==> src/rtl/fp32_mul_operand_stage_if.sv <==
// Operand-issue handshake bundle: raw binary32 pair in, split multiplier fields out.
interface fp32_mul_operand_stage_if;
    logic        in_valid;
    logic        in_ready;
    logic [31:0] in_a;
    logic [31:0] in_b;
    logic        out_valid;
    logic        out_ready;
    logic        sign_a;
    logic        sign_b;
    logic [7:0]  exponent_a;
    logic [7:0]  exponent_b;
    logic [22:0] mantissa_a;
    logic [22:0] mantissa_b;
    logic        is_denorm_a;
    logic        is_denorm_b;
    logic        out_special;
    logic [31:0] out_special_result;

    // Master is the producer of operands and consumer of fields.
    modport master (
        output in_valid, in_a, in_b, out_ready,
        input  in_ready, out_valid, sign_a, sign_b, exponent_a, exponent_b,
        input  mantissa_a, mantissa_b, is_denorm_a, is_denorm_b,
        input  out_special, out_special_result
    );

    modport slave (
        input  in_valid, in_a, in_b, out_ready,
        output in_ready, out_valid, sign_a, sign_b, exponent_a, exponent_b,
        output mantissa_a, mantissa_b, is_denorm_a, is_denorm_b,
        output out_special, out_special_result
    );
endinterface

==> src/rtl/fp32_mul_operand_stage.sv <==
// Registered FP32 multiplier operand stage: field split, special-case bypass
// result, one main entry plus one skid entry behind a registered in_ready.
module fp32_mul_operand_stage #(
    parameter bit          DAZ  = 1'b0,
    parameter logic [31:0] QNAN = 32'h7FC00000
) (
    input logic                     clk,
    input logic                     rst_n,
    fp32_mul_operand_stage_if.slave bus
);

    typedef struct packed {
        logic        sign;
        logic [7:0]  exponent;
        logic [22:0] mantissa;
        logic        is_denorm;
    } field_t;

    typedef struct packed {
        field_t      a;
        field_t      b;
        logic        special;
        logic [31:0] special_result;
    } entry_t;

    function automatic logic op_zero(input logic [31:0] x);
        return (x[30:23] == 8'h00) && ((x[22:0] == 23'h0) || DAZ);
    endfunction

    function automatic logic op_inf(input logic [31:0] x);
        return (x[30:23] == 8'hFF) && (x[22:0] == 23'h0);
    endfunction

    function automatic logic op_nan(input logic [31:0] x);
        return (x[30:23] == 8'hFF) && (x[22:0] != 23'h0);
    endfunction

    function automatic field_t split_op(input logic [31:0] x);
        field_t f;
        f.sign      = x[31];
        f.exponent  = x[30:23];
        f.is_denorm = (x[30:23] == 8'h00);
        f.mantissa  = (DAZ && f.is_denorm) ? 23'h0 : x[22:0];
        return f;
    endfunction

    // Returns {special, bypass_result}; checks run in priority order.
    function automatic logic [32:0] special_of(input logic [31:0] a, input logic [31:0] b);
        logic s;
        s = a[31] ^ b[31];
        if (op_nan(a) || op_nan(b) || (op_inf(a) && op_zero(b)) || (op_zero(a) && op_inf(b)))
            return {1'b1, QNAN};
        else if (op_inf(a) || op_inf(b))
            return {1'b1, s, 8'hFF, 23'h0};
        else if (op_zero(a) || op_zero(b))
            return {1'b1, s, 31'h0};
        else
            return 33'h0;
    endfunction

    entry_t      entry_p0;
    logic [32:0] spec_p0;

    entry_t main_p1;
    entry_t skid_p1;
    logic   main_vld_p1;
    logic   skid_vld_p1;
    logic   rdy_p1;

    logic in_fire;
    logic out_fire;
    logic main_free;
    logic main_vld_nx;
    logic skid_vld_nx;
    logic load_main_in;
    logic load_main_skid;
    logic load_skid;

    // Stage 0: classify and split the incoming pair.
    always_comb begin
        spec_p0                 = special_of(bus.in_a, bus.in_b);
        entry_p0.a              = split_op(bus.in_a);
        entry_p0.b              = split_op(bus.in_b);
        entry_p0.special        = spec_p0[32];
        entry_p0.special_result = spec_p0[31:0];
    end

    assign in_fire   = bus.in_valid && rdy_p1;
    assign out_fire  = main_vld_p1 && bus.out_ready;
    assign main_free = !main_vld_p1 || out_fire;

    // A full skid implies in_ready was low, so no new beat competes with the refill.
    always_comb begin
        main_vld_nx    = main_vld_p1;
        skid_vld_nx    = skid_vld_p1;
        load_main_in   = 1'b0;
        load_main_skid = 1'b0;
        load_skid      = 1'b0;
        if (main_free) begin
            if (skid_vld_p1) begin
                load_main_skid = 1'b1;
                main_vld_nx    = 1'b1;
                skid_vld_nx    = 1'b0;
            end else if (in_fire) begin
                load_main_in = 1'b1;
                main_vld_nx  = 1'b1;
            end else begin
                main_vld_nx = 1'b0;
            end
        end else if (in_fire) begin
            load_skid   = 1'b1;
            skid_vld_nx = 1'b1;
        end
    end

    // Stage 1: main and skid entries.
    always_ff @(posedge clk or negedge rst_n) begin
        if (!rst_n) begin
            main_vld_p1 <= 1'b0;
            skid_vld_p1 <= 1'b0;
            rdy_p1      <= 1'b1;
            main_p1     <= '0;
            skid_p1     <= '0;
        end else begin
            main_vld_p1 <= main_vld_nx;
            skid_vld_p1 <= skid_vld_nx;
            rdy_p1      <= !skid_vld_nx;
            if (load_main_skid)
                main_p1 <= skid_p1;
            else if (load_main_in)
                main_p1 <= entry_p0;
            if (load_skid)
                skid_p1 <= entry_p0;
        end
    end

    assign bus.in_ready           = rdy_p1;
    assign bus.out_valid          = main_vld_p1;
    assign bus.sign_a             = main_p1.a.sign;
    assign bus.exponent_a         = main_p1.a.exponent;
    assign bus.mantissa_a         = main_p1.a.mantissa;
    assign bus.is_denorm_a        = main_p1.a.is_denorm;
    assign bus.sign_b             = main_p1.b.sign;
    assign bus.exponent_b         = main_p1.b.exponent;
    assign bus.mantissa_b         = main_p1.b.mantissa;
    assign bus.is_denorm_b        = main_p1.b.is_denorm;
    assign bus.out_special        = main_p1.special;
    assign bus.out_special_result = main_p1.special_result;

endmodule

==> src/flat_wrapper.sv <==
// flat-port wrapper written by rule: the top's interface ports become plain ports
module fp32_mul_operand_stage_flat 
#(
    parameter bit          DAZ  = 1'b0,
    parameter logic [31:0] QNAN = 32'h7FC00000
)
  (clk, rst_n, bus_in_valid, bus_in_a, bus_in_b, bus_out_ready, bus_in_ready, bus_out_valid, bus_sign_a, bus_sign_b, bus_exponent_a, bus_exponent_b, bus_mantissa_a, bus_mantissa_b, bus_is_denorm_a, bus_is_denorm_b, bus_out_special, bus_out_special_result);
  fp32_mul_operand_stage_if bus_i ();
  input logic clk;
  input logic rst_n;
  input wire logic [$bits(bus_i.in_valid)-1:0] bus_in_valid;
  input wire logic [$bits(bus_i.in_a)-1:0] bus_in_a;
  input wire logic [$bits(bus_i.in_b)-1:0] bus_in_b;
  input wire logic [$bits(bus_i.out_ready)-1:0] bus_out_ready;
  output wire logic [$bits(bus_i.in_ready)-1:0] bus_in_ready;
  output wire logic [$bits(bus_i.out_valid)-1:0] bus_out_valid;
  output wire logic [$bits(bus_i.sign_a)-1:0] bus_sign_a;
  output wire logic [$bits(bus_i.sign_b)-1:0] bus_sign_b;
  output wire logic [$bits(bus_i.exponent_a)-1:0] bus_exponent_a;
  output wire logic [$bits(bus_i.exponent_b)-1:0] bus_exponent_b;
  output wire logic [$bits(bus_i.mantissa_a)-1:0] bus_mantissa_a;
  output wire logic [$bits(bus_i.mantissa_b)-1:0] bus_mantissa_b;
  output wire logic [$bits(bus_i.is_denorm_a)-1:0] bus_is_denorm_a;
  output wire logic [$bits(bus_i.is_denorm_b)-1:0] bus_is_denorm_b;
  output wire logic [$bits(bus_i.out_special)-1:0] bus_out_special;
  output wire logic [$bits(bus_i.out_special_result)-1:0] bus_out_special_result;
  assign bus_i.in_valid = bus_in_valid;
  assign bus_i.in_a = bus_in_a;
  assign bus_i.in_b = bus_in_b;
  assign bus_i.out_ready = bus_out_ready;
  assign bus_in_ready = bus_i.in_ready;
  assign bus_out_valid = bus_i.out_valid;
  assign bus_sign_a = bus_i.sign_a;
  assign bus_sign_b = bus_i.sign_b;
  assign bus_exponent_a = bus_i.exponent_a;
  assign bus_exponent_b = bus_i.exponent_b;
  assign bus_mantissa_a = bus_i.mantissa_a;
  assign bus_mantissa_b = bus_i.mantissa_b;
  assign bus_is_denorm_a = bus_i.is_denorm_a;
  assign bus_is_denorm_b = bus_i.is_denorm_b;
  assign bus_out_special = bus_i.out_special;
  assign bus_out_special_result = bus_i.out_special_result;
  fp32_mul_operand_stage #(.DAZ(DAZ), .QNAN(QNAN)) u_core (.clk(clk), .rst_n(rst_n), .bus(bus_i));
endmodule
==> config.mk <==
export PLATFORM = sky130hd
export DESIGN_NAME = fp32_mul_operand_stage_flat
export DESIGN_NICKNAME = d
export VERILOG_FILES = /design/src/rtl/fp32_mul_operand_stage_if.sv /design/src/rtl/fp32_mul_operand_stage.sv /design/src/flat_wrapper.sv
export SDC_FILE = /design/constraint.sdc
export NUM_CORES = 1
export LEC_CHECK = 0
export CORE_MARGIN = 1.5
export CORE_UTILIZATION = 44
export CTS_CLUSTER_DIAMETER = 80
export CTS_CLUSTER_SIZE = 25
export DETAILED_ROUTE_END_ITERATION = 7
export PLACE_DENSITY_LB_ADDON = 0.05
export SYNTH_ARGS = -nofsm -noshare
export SYNTH_HDL_FRONTEND = slang
export SYNTH_SLANG_ARGS = --single-unit
==> constraint.sdc <==
create_clock -name clk -period 1.5 [get_ports clk]
set_input_delay 0.225 -clock clk [delete_from_list [all_inputs] [get_ports clk]]
set_output_delay 0.225 -clock clk [all_outputs]
set_load 0.005 [all_outputs]
# ---- After elaboration in Yosys (flattened, before gate mapping)
# Index checks and enable logic that the tools add are counted.
dict set report totals {
  register_bits 201
  latchBits 0
  ram_bits 0
  rom_bits 0
  in_bits 68
  output_inout_bits 101
  word_cells 65
  mem_count 0
}
dict set report op_classes {
  n_addsub 0
  n_mul 0
  div_mod_pow 0
  order_cmp 0
  n_eq_ne 2
  shifts 0
  muxes 14
  n_bitwise 1
  n_reduce_logical 25
}
# cell n
set ops {}
lappend ops {{99-bit two-way mux} 2}
lappend ops {{33-bit two-way mux} 3}
lappend ops {{23-bit zero test} 2}
lappend ops {{23-bit nonzero test} 2}
lappend ops {{8-bit == test, second input constant} 2}
lappend ops {{8-bit zero test} 2}
lappend ops {{1-bit logical AND} 10}
lappend ops {{1-bit two-way mux} 9}
lappend ops {{1-bit logical OR} 6}
lappend ops {{1-bit zero test} 2}
lappend ops {{2-bit nonzero test} 1}
lappend ops {{1-bit XOR} 1}

# ---- Logic depth before layout (Yosys ltp)
dict set report logic_depth {
  depth_word 8
  mapped_depth 8
  ltp_nobuf 5
}

# ---- Least setup slack after synthesis
# No wires, ideal clock.
dict set report synth_path {
  kind {input to register}
  from {in bus_in_b[17]}
  to {reg u_core.skid_p1[32] (netlist name)}
  setup_time_ns 0.080
  t_arrival_ns 1.515
  required_time_ns 1.420
  path_slack_ns -0.095
  path_stages 5
  path_buffers 0
  path_cell_list {nor4_2 nand4_1 or4_4 and4_4 a31oi_4}
}
dict set report synth_via {
  elab_chain_len 6
  elab_cells_between_ends 15
  cone_classes {mux: 3; reduce/logical: 12}
}
# element line
set synth_rtl {}
lappend synth_rtl {{from (decl)} flat_wrapper.sv:13} ;# input wire logic [$bits(bus_i.in_b)-1:0] bus_in_b;
lappend synth_rtl {{23-bit zero test or 23-bit nonzero test (tied branches)} {fp32_mul_operand_stage.sv:27, fp32_mul_operand_stage.sv:31, fp32_mul_operand_stage.sv:35}}
lappend synth_rtl {{1-bit logical AND, on equally long branches} {fp32_mul_operand_stage.sv:27, fp32_mul_operand_stage.sv:35}}
lappend synth_rtl {{1-bit logical OR (tied with other cells)} fp32_mul_operand_stage.sv:55} ;# else if (op_zero(a) || op_zero(b))
lappend synth_rtl {{33-bit two-way mux or 1-bit logical OR (tied branches)} {fp32_mul_operand_stage.sv:55, fp32_mul_operand_stage.sv:51}}
lappend synth_rtl {{33-bit two-way mux or 1-bit logical OR (tied branches)} {fp32_mul_operand_stage.sv:53, fp32_mul_operand_stage.sv:51}}
lappend synth_rtl {{33-bit two-way mux (*)} fp32_mul_operand_stage.sv:51} ;# if (op_nan(a) || op_nan(b) || (op_inf(a) && op_zero(b)) || (op_zero(a) && op_inf(b)))
lappend synth_rtl {{to (signal assigned)} fp32_mul_operand_stage.sv:133} ;# skid_p1 <= entry_p0;
lappend synth_rtl {{to (decl)} fp32_mul_operand_stage.sv:65} ;# entry_t skid_p1;
# Every way passes the cells marked *; elsewhere a longest branch is shown, timed or not.
# A chain may end at the register's enable or synchronous reset.

# ---- Final worst setup path
dict set report layout_path {
  from {in bus_in_a[22]}
  to {reg u_core.main_p1 (netlist bit u_core.bus.out_special_result[30])}
}
dict set report layout_via {
  elab_chain_len 8
  elab_cells_between_ends 15
  cone_classes {mux: 4; reduce/logical: 11}
}
# element line
set layout_rtl {}
lappend layout_rtl {{from (decl)} flat_wrapper.sv:12} ;# input wire logic [$bits(bus_i.in_a)-1:0] bus_in_a;
lappend layout_rtl {{23-bit nonzero test or 23-bit zero test (tied branches)} {fp32_mul_operand_stage.sv:35, fp32_mul_operand_stage.sv:27, fp32_mul_operand_stage.sv:31}}
lappend layout_rtl {{1-bit logical AND, on equally long branches} {fp32_mul_operand_stage.sv:35, fp32_mul_operand_stage.sv:31}}
lappend layout_rtl {{1-bit logical OR or 1-bit logical AND (tied branches)} fp32_mul_operand_stage.sv:51}
lappend layout_rtl {{1-bit logical OR (2 in series)} fp32_mul_operand_stage.sv:51}
lappend layout_rtl {{33-bit two-way mux (*)} fp32_mul_operand_stage.sv:51}
lappend layout_rtl {{99-bit two-way mux (*)} fp32_mul_operand_stage.sv:130} ;# else if (load_main_in)
lappend layout_rtl {{99-bit two-way mux (*)} fp32_mul_operand_stage.sv:128} ;# if (load_main_skid)
lappend layout_rtl {{to (signal assigned)} fp32_mul_operand_stage.sv:129} ;# main_p1 <= skid_p1;
lappend layout_rtl {{to (signal assigned)} fp32_mul_operand_stage.sv:131} ;# main_p1 <= entry_p0;
lappend layout_rtl {{to (decl)} fp32_mul_operand_stage.sv:64} ;# entry_t main_p1;
# Every way passes the cells marked *; elsewhere a longest branch is shown, timed or not. The select of a mux whose other input is x is not followed.

==> impl_metrics.yaml <==
timing:
  post-route-period-util: 0.9891
  worst_slack_ps: 16.38
  setup_viol: 0
  finalHoldViolCount: 0
  max_freq_ghz: 0.6740
  drv_slew: 0
  rsz0062_at_grt: "yes"
  period_needed_ps: 1484
  whs_ps: 58.33
  skew_ps: 6.689
  fin_tns_setup_ps: 0
detailed_routing:
  wl_um: 17140
  drc: 0
  wl_per_cell_um: 15.68
  via_per_inst: 5.031
  drtAntennaViolNets: 0
  vias: 5499
  drtIter0Drc: 293
  drtPass1Iterations: 4
global_routing:
  grt_max_degree: 44
  grt_antenna_before_repair: 0
  grt-ovfl-total: 0
  grt_pass1_vias: 5583
  grt_usage: 0.2368
  grt_pass1_wl_um: 27500
place:
  placed_cell_area_mm2: 0.008632
  dp_slack_ps: -901.7
  routabilityCongestion: 0.8406
  dpl.hpwl_um: 11450
  portBuffers: 146
floorplanning:
  pin_count: 169
  fp.dieW_um: 123.9
  start_util: 0.4576
  dieArea_mm2: 0.01534
  die_h_um: 123.9
  core_area_mm2: 0.01404
  row_count: 43
final_layout:
  fillers: 1139
  antennaDiodeCount: 0
  syn_to_final_growth_pct: 45.97
  stdcell_area_mm2: 0.009380
  drive_gt1_frac: 0.2169
  num-nets-final: 971
clock_tree:
  htree_levels: 4
  cts_tree: "done"
  cts_num_sinks: 143
  clock_path_buffers: 2
  cts_root_buf: "clkbuf_16"
  clk_pin_slew_worst_paths_ps: 50
  numCtsBuffers: 17
  clk_latency_ps: 420
yosys:
  synth-seq-cells: 143
  syn_area_per_cell_um2: 9.423
  synth.distinct_cells: 39
  ys.warnings.count: 0
  synth_area_mm2: 0.006426
  seq_area_frac_synth: 0.5570
  syn_inst: 682
critical_path:
  end_kind: "flip-flop"
  cp_slowest_cell: "or4_4"
  cp_max_fo: 5
  arrival_ps: 1810
  crit_required_ps: 1830
  slowest_delay_ps: 580
  crit_type: "in -> reg"
  r2r_setup_slack_ps: 50
  path_cells: "buf_8 -> nor4_4 -> nand4_1 -> or4_4 -> and4_4 -> a31oi_1"
  start_kind: "primary input"
outcome:
  outcome: "finished, final reports clean"
run:
  drv_cap: 0
power_and_ir_drop:
  irDropWorstVdd_uv: 765.1
  p_leak_nw: 4.713
  cellPowerDensity_mw_per_mm2: 1316
min_path:
  hp-class: "in -> reg"
-- cell families (layout without fill, tap and decap cells) --
logic type | Yosys count | count (layout) | synth area share
XOR/XNOR | 1 | 1 | 0.001363
AO/OA/AOI/OAI | 88 | 88 | 0.07691
AND/OR/NAND/NOR | 314 | 314 | 0.2035
multiplexers | 64 | 64 | 0.09969
other | 1 | 22 | 0.0005836
buffers and inverters | 71 | 281 | 0.06094
flip-flops | 143 | 143 | 0.5570
-- through the flow --
stage | utilization | instances | power (mW)
finish | 0.6680 | 1093 | 12.34
detailed placement | 0.6147 | 1041 | 8.737
global route | 0.6680 | 1093 | 13.10
CTS | 0.6616 | 1091 | 12.43
floorplan | - | 703 | 6.704
global placement | 0.6147 | 1041 | 8.626
-- power by group --
part	switching (mW)	internal (mW)	leakage, nW
clock network	1.53	2.42	0.267
logic	1.45	1.58	2.67
registers	0.530	4.83	1.78
total	3.52	8.83	4.71
-- sequential cells by signal (all words and copies together) (netlist names), 3 cells and up --
name,flops
u_core.bus.mantissa_b,23
u_core.bus.out_special_result,3
u_core.skid_p1,70
u_core.bus.mantissa_a,23
u_core.bus.exponent_b,8
u_core.bus.exponent_a,8
-- cells in the mapped netlist (all sizes together) --
cell type	n	share of area
nand2	268	0.16
dfrtp	142	0.55
o21ai	73	0.057
mux2i	64	0.10
buf	43	0.045
clkbuf	24	0.014
nor4	14	0.017
nand4	7	0.0068
nor2	6	0.0035
nor3	5	0.0039
inv	4	0.0023
a31oi	3	0.0053
nand3b	3	0.0035
or2	3	0.0029
a211oi	2	0.0023
a21o	2	0.0023
a21oi	2	0.0016
a221oi	2	0.0027
nand2b	2	0.0019
or4	2	0.0029
a211o	1	0.0014
a2bb2oi	1	0.0014
and3	1	0.00097
and4	1	0.0018
conb	1	0.00058
dfstp	1	0.0041
nand3	1	0.00078
nor2b	1	0.00097
o31ai	1	0.0012
o41ai	1	0.0014
xnor2	1	0.0014
-- cell type report --
| cell class | count | area, µm² | area share |
|---|---|---|---|
| multi-input cells | 489 | 2736 | 0.2917 |
| well taps | 180 | 225.2 | 0.02401 |
| repair buffers | 248 | 2271 | 0.2421 |
| inverters | 4 | 15.01 | 0.001601 |
| clock inverters | 6 | 60.06 | 0.006403 |
| clock buffers | 23 | 488.0 | 0.05202 |
| flip-flops and latches | 143 | 3585 | 0.3822 |
-- final timing paths --
path                                     start                                end  cells after the start
setup / recovery                  bus_in_a[22]  u_core.bus.out_special_result[30]                      6
hold / removal                    bus_in_b[14]                 u_core.skid_p1[48]                      3
setup reg to reg           u_core.bus.in_ready  u_core.bus.out_special_result[31]                      4
hold reg to reg             u_core.skid_p1[76]                 u_core.skid_p1[76]                      2
max in group asynchronous                rst_n  u_core.bus.out_special_result[30]                      3
min in group asynchronous                rst_n           u_core.bus.exponent_a[6]                      2
-- layer usage --
| layer | global-route usage | routed length, µm | vias up | part of all wire |
|---|---|---|---|---|
| met1 | 0.3071 | 7769 | 2663 | 0.45 |
| met5 | 0 | 0 | - | 0 |
| met3 | 0.06227 | 947 | 25 | 0.055 |
| met2 | 0.3843 | 8135 | 157 | 0.47 |
| met4 | 0.08405 | 283 | 0 | 0.017 |
| li1 | - | - | 2654 | - |
-- layout by cell type (no fill, tap or decap), types with 3 or more instances in the layout --
cell             instances
mux2i_1                 64
clkdlybuf4s15_1          6
dlygate4sd2_1           93
buf_2                   14
nor2_1                   5
clkbuf_8                 4
buf_4                   80
clkinv_2                 3
clkdlybuf4s15_2          7
nor4_2                   5
dfrtp_1                140
clkbuf_16               17
nand2_2                  3
dlymetal6s2s_1          10
nand3b_1                 3
clkdlybuf4s50_1          4
nor4_4                   8
clkbuf_2                 8
inv_1                    4
nand4_1                  7
o21ai_1                 17
buf_6                    9
nand2_1                265
o21ai_0                 54
buf_12                  12
conb_1                  22
nor3_1                   3
-- critical path, delay by kind of cell --
family,cells,cell delay (ps)
AND/OR/NAND/NOR,4,1340
AO/OA/AOI/OAI,1,140
buffers and inverters,1,100
-- timing repair --
| action | CTS | global route |
|---|---|---|
| buffers inserted | 20 | 2 |
| cloned | 1 | 0 |
| pin swaps | 28 | 19 |
| endpoints found under the hold margin | 39 | 0 |
| endpoints found under the setup margin | 106 | 133 |
| hold buffers | 1 | 0 |
| resized for setup | 218 | 64 |
Power figures use the tool's default switching activity.
